[config.mk]
export PLATFORM = sky130hd
export DESIGN_NAME = miniled_sdi_capture_flat
export DESIGN_NICKNAME = d
export VERILOG_FILES = /design/src/rtl/miniled_pkg.sv /design/src/rtl/miniled_sdi_capture_if.sv /design/src/rtl/miniled_sdi_capture_edge_sync.sv /design/src/rtl/miniled_sdi_capture.sv /design/src/flat_wrapper.sv
export SDC_FILE = /design/constraint.sdc
export NUM_CORES = 1
export LEC_CHECK = 0
export CAP_MARGIN = 10
export CORE_UTILIZATION = 31
export CTS_CLUSTER_DIAMETER = 40
export DETAILED_ROUTE_END_ITERATION = 10
export PLACE_DENSITY = 0.56
export SYNTH_ARGS = -nofsm -noshare
export SYNTH_HDL_FRONTEND = slang
export SYNTH_HIERARCHICAL = 1
export SYNTH_SLANG_ARGS = --single-unit
export TNS_END_PERCENT = 5
[constraint.sdc]
create_clock -name I_clk -period 11.1 [get_ports I_clk]
set_input_delay 2.22 -clock I_clk [delete_from_list [all_inputs] [get_ports I_clk]]
set_output_delay 2.22 -clock I_clk [all_outputs]
set_load 0.005 [all_outputs]
[src/rtl/miniled_pkg.sv]
// Shared definitions for the MiniLED serial link (driver and capture side).
//   CH_NUM, DW, FRAME_BITS : frame geometry
//   SCAN_N                 : number of scan lines
//   state_t                : link FSM states
//   scan_decode()          : active-low one-hot scan decode
package miniled_pkg;

    localparam int CH_NUM     = 9;
    localparam int DW         = 8;
    localparam int FRAME_BITS = CH_NUM * DW;
    localparam int SCAN_N     = 4;

    typedef enum logic [1:0] {
        IDLE  = 2'd0,
        SHIFT = 2'd1,
        OVER  = 2'd2,
        LATCH = 2'd3
    } state_t;

    // Returns {valid, index}; valid only when exactly one scan line is low.
    function automatic logic [2:0] scan_decode(input logic [SCAN_N-1:0] s);
        logic [1:0] idx;
        int         n;
        idx = '0;
        n   = 0;
        for (int i = 0; i < SCAN_N; i++) begin
            if (!s[i]) begin
                n   = n + 1;
                idx = 2'(i);
            end
        end
        return {(n == 1), idx};
    endfunction

endpackage

[src/rtl/miniled_sdi_capture_if.sv]
// Pin-side and result-side signals of the SDI capture block.
//   master : drives the driver pins (I_*), observes results (O_*)
//   slave  : the capture block itself
interface miniled_sdi_capture_if
    import miniled_pkg::*;
#(
    parameter int CNT_W  = 8,
    parameter int GCNT_W = 16
);
    logic                  I_dclk;
    logic                  I_sdi;
    logic                  I_le;
    logic                  I_gclk;
    logic [SCAN_N-1:0]     I_scan;
    logic [FRAME_BITS-1:0] O_data;
    logic [1:0]            O_row;
    logic                  O_frame_vld;
    logic                  O_len_err;
    logic                  O_scan_err;
    logic [CNT_W-1:0]      O_bit_cnt;
    logic [GCNT_W-1:0]     O_gclk_cnt;

    modport master (
        output I_dclk, I_sdi, I_le, I_gclk, I_scan,
        input  O_data, O_row, O_frame_vld, O_len_err, O_scan_err, O_bit_cnt, O_gclk_cnt
    );

    modport slave (
        input  I_dclk, I_sdi, I_le, I_gclk, I_scan,
        output O_data, O_row, O_frame_vld, O_len_err, O_scan_err, O_bit_cnt, O_gclk_cnt
    );
endinterface

[src/rtl/miniled_sdi_capture_edge_sync.sv]
// 2-flop synchronizer with rising-edge detect.
//   i_sig  : asynchronous signals needing edge detection
//   i_aux  : asynchronous level-only signals, carried at the same depth
//   o_rise : one-cycle pulse per synchronized rising edge of i_sig
//   o_aux  : synchronized i_aux, aligned with the cycle o_rise fires
module edge_sync #(
    parameter int W     = 1,
    parameter int AUX_W = 1
) (
    input  logic             i_clk,
    input  logic             i_rst,
    input  logic [W-1:0]     i_sig,
    input  logic [AUX_W-1:0] i_aux,
    output logic [W-1:0]     o_rise,
    output logic [AUX_W-1:0] o_aux
);
    logic [W-1:0]     r_s1, r_s2, r_dly;
    logic [AUX_W-1:0] r_a1, r_a2;

    always_ff @(posedge i_clk or posedge i_rst) begin
        if (i_rst) begin
            r_s1  <= '0;
            r_s2  <= '0;
            r_dly <= '0;
            r_a1  <= '0;
            r_a2  <= '0;
        end else begin
            r_s1  <= i_sig;
            r_s2  <= r_s1;
            r_dly <= r_s2;
            r_a1  <= i_aux;
            r_a2  <= r_a1;
        end
    end

    assign o_rise = r_s2 & ~r_dly;
    assign o_aux  = r_a2;
endmodule

[src/rtl/miniled_sdi_capture.sv]
// Receiving front end of the MiniLED serial link: oversamples the driver
// pins, shifts SDI on DCLK rises and latches the frame on LE rises.
//   I_clk, I_rst : 50 MHz system clock, async active-high reset
//   bus          : pins in (dclk, sdi, le, gclk, scan), latched results out
module miniled_sdi_capture
    import miniled_pkg::*;
#(
    parameter int CNT_W  = 8,
    parameter int GCNT_W = 16
) (
    input  logic                   I_clk,
    input  logic                   I_rst,
    miniled_sdi_capture_if.slave   bus
);
    logic [2:0]        w_rise;
    logic [SCAN_N:0]   w_aux;
    logic              w_dclk_rise, w_le_rise, w_gclk_rise;
    logic              w_sdi;
    logic [SCAN_N-1:0] w_scan;
    logic [2:0]        w_scan_dec;

    state_t                r_state;
    logic [FRAME_BITS-1:0] r_shreg;
    logic [CNT_W-1:0]      r_bit_cnt;
    logic [GCNT_W-1:0]     r_gclk_cnt;
    logic [FRAME_BITS-1:0] r_data;
    logic [1:0]            r_row;
    logic                  r_frame_vld, r_len_err, r_scan_err;
    logic [CNT_W-1:0]      r_bit_cnt_out;
    logic [GCNT_W-1:0]     r_gclk_out;

    // sdi and scan ride alongside the edge-detected pins so the sampled
    // data bit lines up with the detected DCLK rise.
    edge_sync #(.W(3), .AUX_W(SCAN_N + 1)) u_sync (
        .i_clk  (I_clk),
        .i_rst  (I_rst),
        .i_sig  ({bus.I_gclk, bus.I_le, bus.I_dclk}),
        .i_aux  ({bus.I_scan, bus.I_sdi}),
        .o_rise (w_rise),
        .o_aux  (w_aux)
    );

    assign w_dclk_rise = w_rise[0];
    assign w_le_rise   = w_rise[1];
    assign w_gclk_rise = w_rise[2];
    assign w_sdi       = w_aux[0];
    assign w_scan      = w_aux[SCAN_N:1];
    assign w_scan_dec  = scan_decode(w_scan);

    always_ff @(posedge I_clk or posedge I_rst) begin
        if (I_rst) begin
            r_state       <= IDLE;
            r_shreg       <= '0;
            r_bit_cnt     <= '0;
            r_gclk_cnt    <= '0;
            r_data        <= '0;
            r_row         <= '0;
            r_frame_vld   <= 1'b0;
            r_len_err     <= 1'b0;
            r_scan_err    <= 1'b0;
            r_bit_cnt_out <= '0;
            r_gclk_out    <= '0;
        end else begin
            r_frame_vld <= 1'b0;
            r_len_err   <= 1'b0;
            r_scan_err  <= 1'b0;

            // A GCLK rise during LATCH belongs to the interval just starting.
            if (r_state == LATCH) begin
                r_gclk_out <= r_gclk_cnt;
                r_gclk_cnt <= w_gclk_rise ? GCNT_W'(1) : '0;
            end else if (w_gclk_rise && r_gclk_cnt != '1) begin
                r_gclk_cnt <= r_gclk_cnt + 1'b1;
            end

            if (r_state == LATCH) begin
                r_bit_cnt_out <= r_bit_cnt;
                if (r_bit_cnt == CNT_W'(FRAME_BITS)) begin
                    r_data      <= r_shreg;
                    r_frame_vld <= 1'b1;
                end else begin
                    r_len_err   <= 1'b1;
                end
                if (w_scan_dec[2])
                    r_row <= w_scan_dec[1:0];
                else
                    r_scan_err <= 1'b1;

                // A DCLK rise here starts the next frame rather than being lost.
                if (w_dclk_rise) begin
                    r_shreg   <= {{(FRAME_BITS-1){1'b0}}, w_sdi};
                    r_bit_cnt <= CNT_W'(1);
                    r_state   <= SHIFT;
                end else begin
                    r_shreg   <= '0;
                    r_bit_cnt <= '0;
                    r_state   <= IDLE;
                end
            end else begin
                // Shift in the same cycle as an LE rise so LATCH sees the bit.
                if (w_dclk_rise) begin
                    r_shreg <= {r_shreg[FRAME_BITS-2:0], w_sdi};
                    if (r_bit_cnt != '1)
                        r_bit_cnt <= r_bit_cnt + 1'b1;
                end
                if (w_le_rise) begin
                    r_state <= LATCH;
                end else if (w_dclk_rise) begin
                    if (r_bit_cnt >= CNT_W'(FRAME_BITS))
                        r_state <= OVER;
                    else if (r_state == IDLE)
                        r_state <= SHIFT;
                end
            end
        end
    end

    assign bus.O_data      = r_data;
    assign bus.O_row       = r_row;
    assign bus.O_frame_vld = r_frame_vld;
    assign bus.O_len_err   = r_len_err;
    assign bus.O_scan_err  = r_scan_err;
    assign bus.O_bit_cnt   = r_bit_cnt_out;
    assign bus.O_gclk_cnt  = r_gclk_out;
endmodule

[src/flat_wrapper.sv]
// flat-port wrapper written by rule: the top's interface ports become plain ports
module miniled_sdi_capture_flat import miniled_pkg::*;
#(
    parameter int CNT_W  = 8,
    parameter int GCNT_W = 16
)
  (I_clk, I_rst, bus_I_dclk, bus_I_sdi, bus_I_le, bus_I_gclk, bus_I_scan, bus_O_data, bus_O_row, bus_O_frame_vld, bus_O_len_err, bus_O_scan_err, bus_O_bit_cnt, bus_O_gclk_cnt);
  miniled_sdi_capture_if #(.CNT_W(CNT_W), .GCNT_W(GCNT_W)) bus_i ();
  input  logic I_clk;
  input  logic I_rst;
  input wire logic [$bits(bus_i.I_dclk)-1:0] bus_I_dclk;
  input wire logic [$bits(bus_i.I_sdi)-1:0] bus_I_sdi;
  input wire logic [$bits(bus_i.I_le)-1:0] bus_I_le;
  input wire logic [$bits(bus_i.I_gclk)-1:0] bus_I_gclk;
  input wire logic [$bits(bus_i.I_scan)-1:0] bus_I_scan;
  output wire logic [$bits(bus_i.O_data)-1:0] bus_O_data;
  output wire logic [$bits(bus_i.O_row)-1:0] bus_O_row;
  output wire logic [$bits(bus_i.O_frame_vld)-1:0] bus_O_frame_vld;
  output wire logic [$bits(bus_i.O_len_err)-1:0] bus_O_len_err;
  output wire logic [$bits(bus_i.O_scan_err)-1:0] bus_O_scan_err;
  output wire logic [$bits(bus_i.O_bit_cnt)-1:0] bus_O_bit_cnt;
  output wire logic [$bits(bus_i.O_gclk_cnt)-1:0] bus_O_gclk_cnt;
  assign bus_i.I_dclk = bus_I_dclk;
  assign bus_i.I_sdi = bus_I_sdi;
  assign bus_i.I_le = bus_I_le;
  assign bus_i.I_gclk = bus_I_gclk;
  assign bus_i.I_scan = bus_I_scan;
  assign bus_O_data = bus_i.O_data;
  assign bus_O_row = bus_i.O_row;
  assign bus_O_frame_vld = bus_i.O_frame_vld;
  assign bus_O_len_err = bus_i.O_len_err;
  assign bus_O_scan_err = bus_i.O_scan_err;
  assign bus_O_bit_cnt = bus_i.O_bit_cnt;
  assign bus_O_gclk_cnt = bus_i.O_gclk_cnt;
  miniled_sdi_capture #(.CNT_W(CNT_W), .GCNT_W(GCNT_W)) u_core (.I_clk(I_clk), .I_rst(I_rst), .bus(bus_i));
endmodule
==> flow_results.org <==
** Timing
- For the finished layout, the period the worst path requires is 3.794 ns.
- The count of final max-slew check failures was 0.
- Timing would allow up to 263.6 MHz.
- Number of failing hold endpoints at the final stage :: 0
- Setup violations remaining at the end of the flow were counted as 0.
- Setup repair after global routing left no endpoint under its margin.
- The worst path uses 34.18% of the clock period.
- Setup WS post-layout :: 7.306 ns
- For the final database, setup skew stands at 0.01794 ns.
- Headroom to the max-slew limit :: 28.39%
- Worst slew pin tran :: 1.074 ns
- Final-layout setup total negative slack :: 0 ns

** Floorplan
- After floorplanning, the core was divided into 61 placement rows.
- The die is 171.0 um wide.
- Floorplan die height :: 171.0 um
- The core region is 0.02793 sq mm.
- The initial utilization of the core area, before any placement, comes to 31.69%.
- Count of pins on the block boundary :: 111
- Die Footprint :: 0.02924 sq mm

** Placed design
- Placement Setup Slack :: 6.619 ns
- Port buffering added 110 buffers.
- Detailed placement HPWL :: 10350 um
- Routability-driven placement finished with a final weighted congestion of 0.7405.
- Placed insts :: 1157

** Power and ir drop
- Ratio of total power to cell area :: 191.1 mW/mm^2
- IR analysis of the VDD net gives a maximum drop of 0.00008153 V.
- Leakage :: 5.426 nW

** Run
- MaxCap Viol Count :: 0

** Routing
- Final wirelength :: 17580 um
- After detailed routing, the number of vias per cell comes to 4.564.
- Total vias in the final route :: 5564
- Iter 0 DRT Violations :: 238
- DRT antenna net count :: 0
- Post-route DRC :: 0
- Dividing the detail-routed wire length by the instance count gives 14.42 um.
- The pre-antenna-repair detailed-routing pass consisted of 4 iterations.

** Logic synthesis
- Summed over its instances, the top area cell type makes up 61.62% of the synthesized netlist area.
- For this run, the number of Yosys warnings is 6.
- When the netlist entered floorplanning its net count stood at 718.
- Leading cell types by total area after synthesis :: dfrtp_1 62%, mux2_1 9.2%, mux2i_1 8.4%, nor2_1 3.6%, nand2_1 3.3%
- In the synthesized netlist the dominant register cell turns out to be dfrtp_1.
- After synthesis, the netlist uses 58 different library cells.
- Mapped Avg Cell Area :: 12.61 sq um
- dfrtp_1 takes more of the synthesized area than any other cell.
- Summing the sequential cell areas from Yosys gives 61.62% of the chip area.
- Post-synthesis instance area :: 0.008853 sq mm
- Count of flip-flops with a built-in enable after synthesis :: 0
- Ys async rst share :: 100.0%
- Yosys reg bits :: 218
- Synthesized instance count :: 702

** Hold path
- Cell depth of the worst hold path :: 0
- Startpoint of the worst hold path :: u_core/u_sync/r_s1[1]
- The tightest min-delay check is of the reg -> reg type.
- The worst hold path terminates at u_core/u_sync/r_s2[1].

** Clocking
- The clock passes through at most 3 buffers.
- Number of buffers inserted during clock tree synthesis :: 35
- Clock tree root buffer cell :: clkbuf_16
- Number of H-tree branching levels :: 2
- Clock-pin slew was measured on the worst setup and hold paths at 0.05 ns.
- CTS Hold Bufs :: 0
- For the worst-skew pair, the clock arrives at the later sink with an insertion delay of 0.50 ns.
- Post-CTS repair changed the size of 0 cells.
- TritonCTS built the clock tree.
- Post-CTS setup buffer count :: 0
- Sinks on Clock Net :: 218

** Critical path
- The worst register-to-register path has a setup slack of 8.43 ns.
- Startpoint of the most critical register-to-register path :: u_core/u_sync/r_dly[0]
- R2R Path End :: u_core/r_bit_cnt[7]
- Worst path arrival time :: 4.28 ns
- Reg2Reg Depth :: 7
- Classification of the worst setup path :: in -> async
- Category of the worst setup path capture point :: asynchronous set/reset pin
- Along the worst path, the maximum fanout reaches 124.
- In this run the worst setup path begins at I_rst.
- STA classifies the critical path startpoint as a primary input.
- Data on the critical path is required at its endpoint by 11.59 ns.

** Finish
- The finished layout holds 1219 standard cells, fillers aside.
- After the last flow step, the layout net total stands at 832.
- Share of the core filled with cells :: 40.99%
- Layout cells sized above 1 :: 8.918%
- From synthesis to final layout, the design area changed by 29.34%.
- Number of fillers in the final layout :: 2711
- The repair_antennas step left the layout with diodes totalling 0.

** Global routing
- Overflow left after global routing :: 0
- Entering global routing, the biggest net connects 125 pins.
- The number of global-route vias before repair is 5747.
- All-Layer GR Usage :: 12.71%
- The initial antenna violation count came to 0.
- The first global-routing pass estimated 29930 um of wire.

** Outcome
- The flow ran to the end, and the final reports show no timing, DRC or antenna violations.
==> critical path: stages <==
cell and delay (ns):
clkdlybuf4s50_1 0.51, inv_8 0.62, buf_4 0.88
==> synth_stat cells, drive strengths merged (3+ instances only) <==
cell,number
a21oi,17
and3,3
and4,3
buf,22
clkbuf,16
dfrtp,218
ha,6
inv,13
mux2,72
mux2i,74
nand2,77
nand3,14
nand4,6
nor2,84
nor2b,4
nor3,6
nor4,5
o21ai,16
o311ai,3
o31ai,3
or3,4
or4,5
==> state kept, by name, summed over array words and instances (netlist names), 5 cells and up <==
signal and cells:
u_core/bus.O_data 72, u_core/r_shreg 72, u_core/bus.O_gclk_cnt 16, u_core/r_gclk_cnt 16, u_core/bus.O_bit_cnt 8, u_core/r_bit_cnt 8, u_core/u_sync/o_aux 5, u_core/u_sync/r_a1 5
==> cells by family after synthesis <==
kind of cell,Yosys count,synth area share [%]
mux,146,17.52
buf+inv,51,3.137
flops,218,61.62
compound gates,59,4.735
xor+xnor,2,0.1979
simple gates,220,11.94
fa+ha+maj,6,0.8479
==> layout make-up <==
type / count / area, sq um / share of cell area (%)
flip-flops and latches: 218 / 5455 / 47.64
inverters: 13 / 56.30 / 0.4917
multi-input cells: 433 / 3126 / 27.29
repair buffers: 115 / 1139 / 9.943
clock buffers: 46 / 937.1 / 8.184
well taps: 378 / 473.0 / 4.130
clock inverters: 16 / 265.3 / 2.316
==> layer usage <==
layer | GRT usage (%) | up-vias | share of wire (%)
met2 | 20.08 | 114 | 45
met4 | 4.387 | 0 | 2.1
met5 | 0 | - | 0
met3 | 3.100 | 30 | 5.0
met1 | 16.96 | 2739 | 48
li1 | - | 2681 | -
==> worst max-delay path by stage <==
stage / end / slack, ns / cells past startpoint
after floorplan: u_core/bus.O_bit_cnt[0] / 3.45 / 1
after global placement: u_core/bus.O_data[71] / 6.62 / 3
after detailed placement: u_core/bus.O_data[71] / 6.62 / 3
after CTS: u_core/bus.O_data[71] / 7.16 / 3
after global routing: u_core/r_shreg[20] / 6.92 / 3
final: u_core/r_shreg[20] / 7.31 / 3
==> layout by cell type, fill, tap and decap left out, drive strengths merged, types with 6 or more instances in the layout <==
master,netlist,layout
dfrtp,218,218
nand2,77,77
mux2i,74,74
nor3,6,6
a21oi,17,17
clkinv,0,6
mux2,72,72
nor2,84,84
ha,6,6
nand3,14,14
o21ai,16,16
nand4,6,6
clkdlybuf4s50,0,110
clkbuf,16,46
inv,13,17
==> where the power goes <==
part           switching (mW)  internal (mW)  total (mW)  leakage (nW)
clock network           0.378          0.721        1.10         0.583
logic                   0.156         0.0713       0.227          1.86
registers              0.0304          0.831       0.861          2.98
==> metrics by stage <==
step	power [mW]	area, sq um	hold WS, ns
2_1_floorplan	1.022	8853	0.3312
3_3_place_gp	1.107	10250	0.3336
3_5_place_dp	1.112	10250	0.3347
4_1_cts	2.236	11450	0.3471
5_1_grt	2.299	11450	0.3510
6_report	2.188	11450	0.3452
No activity file was read; power rests on OpenSTA's default activity.
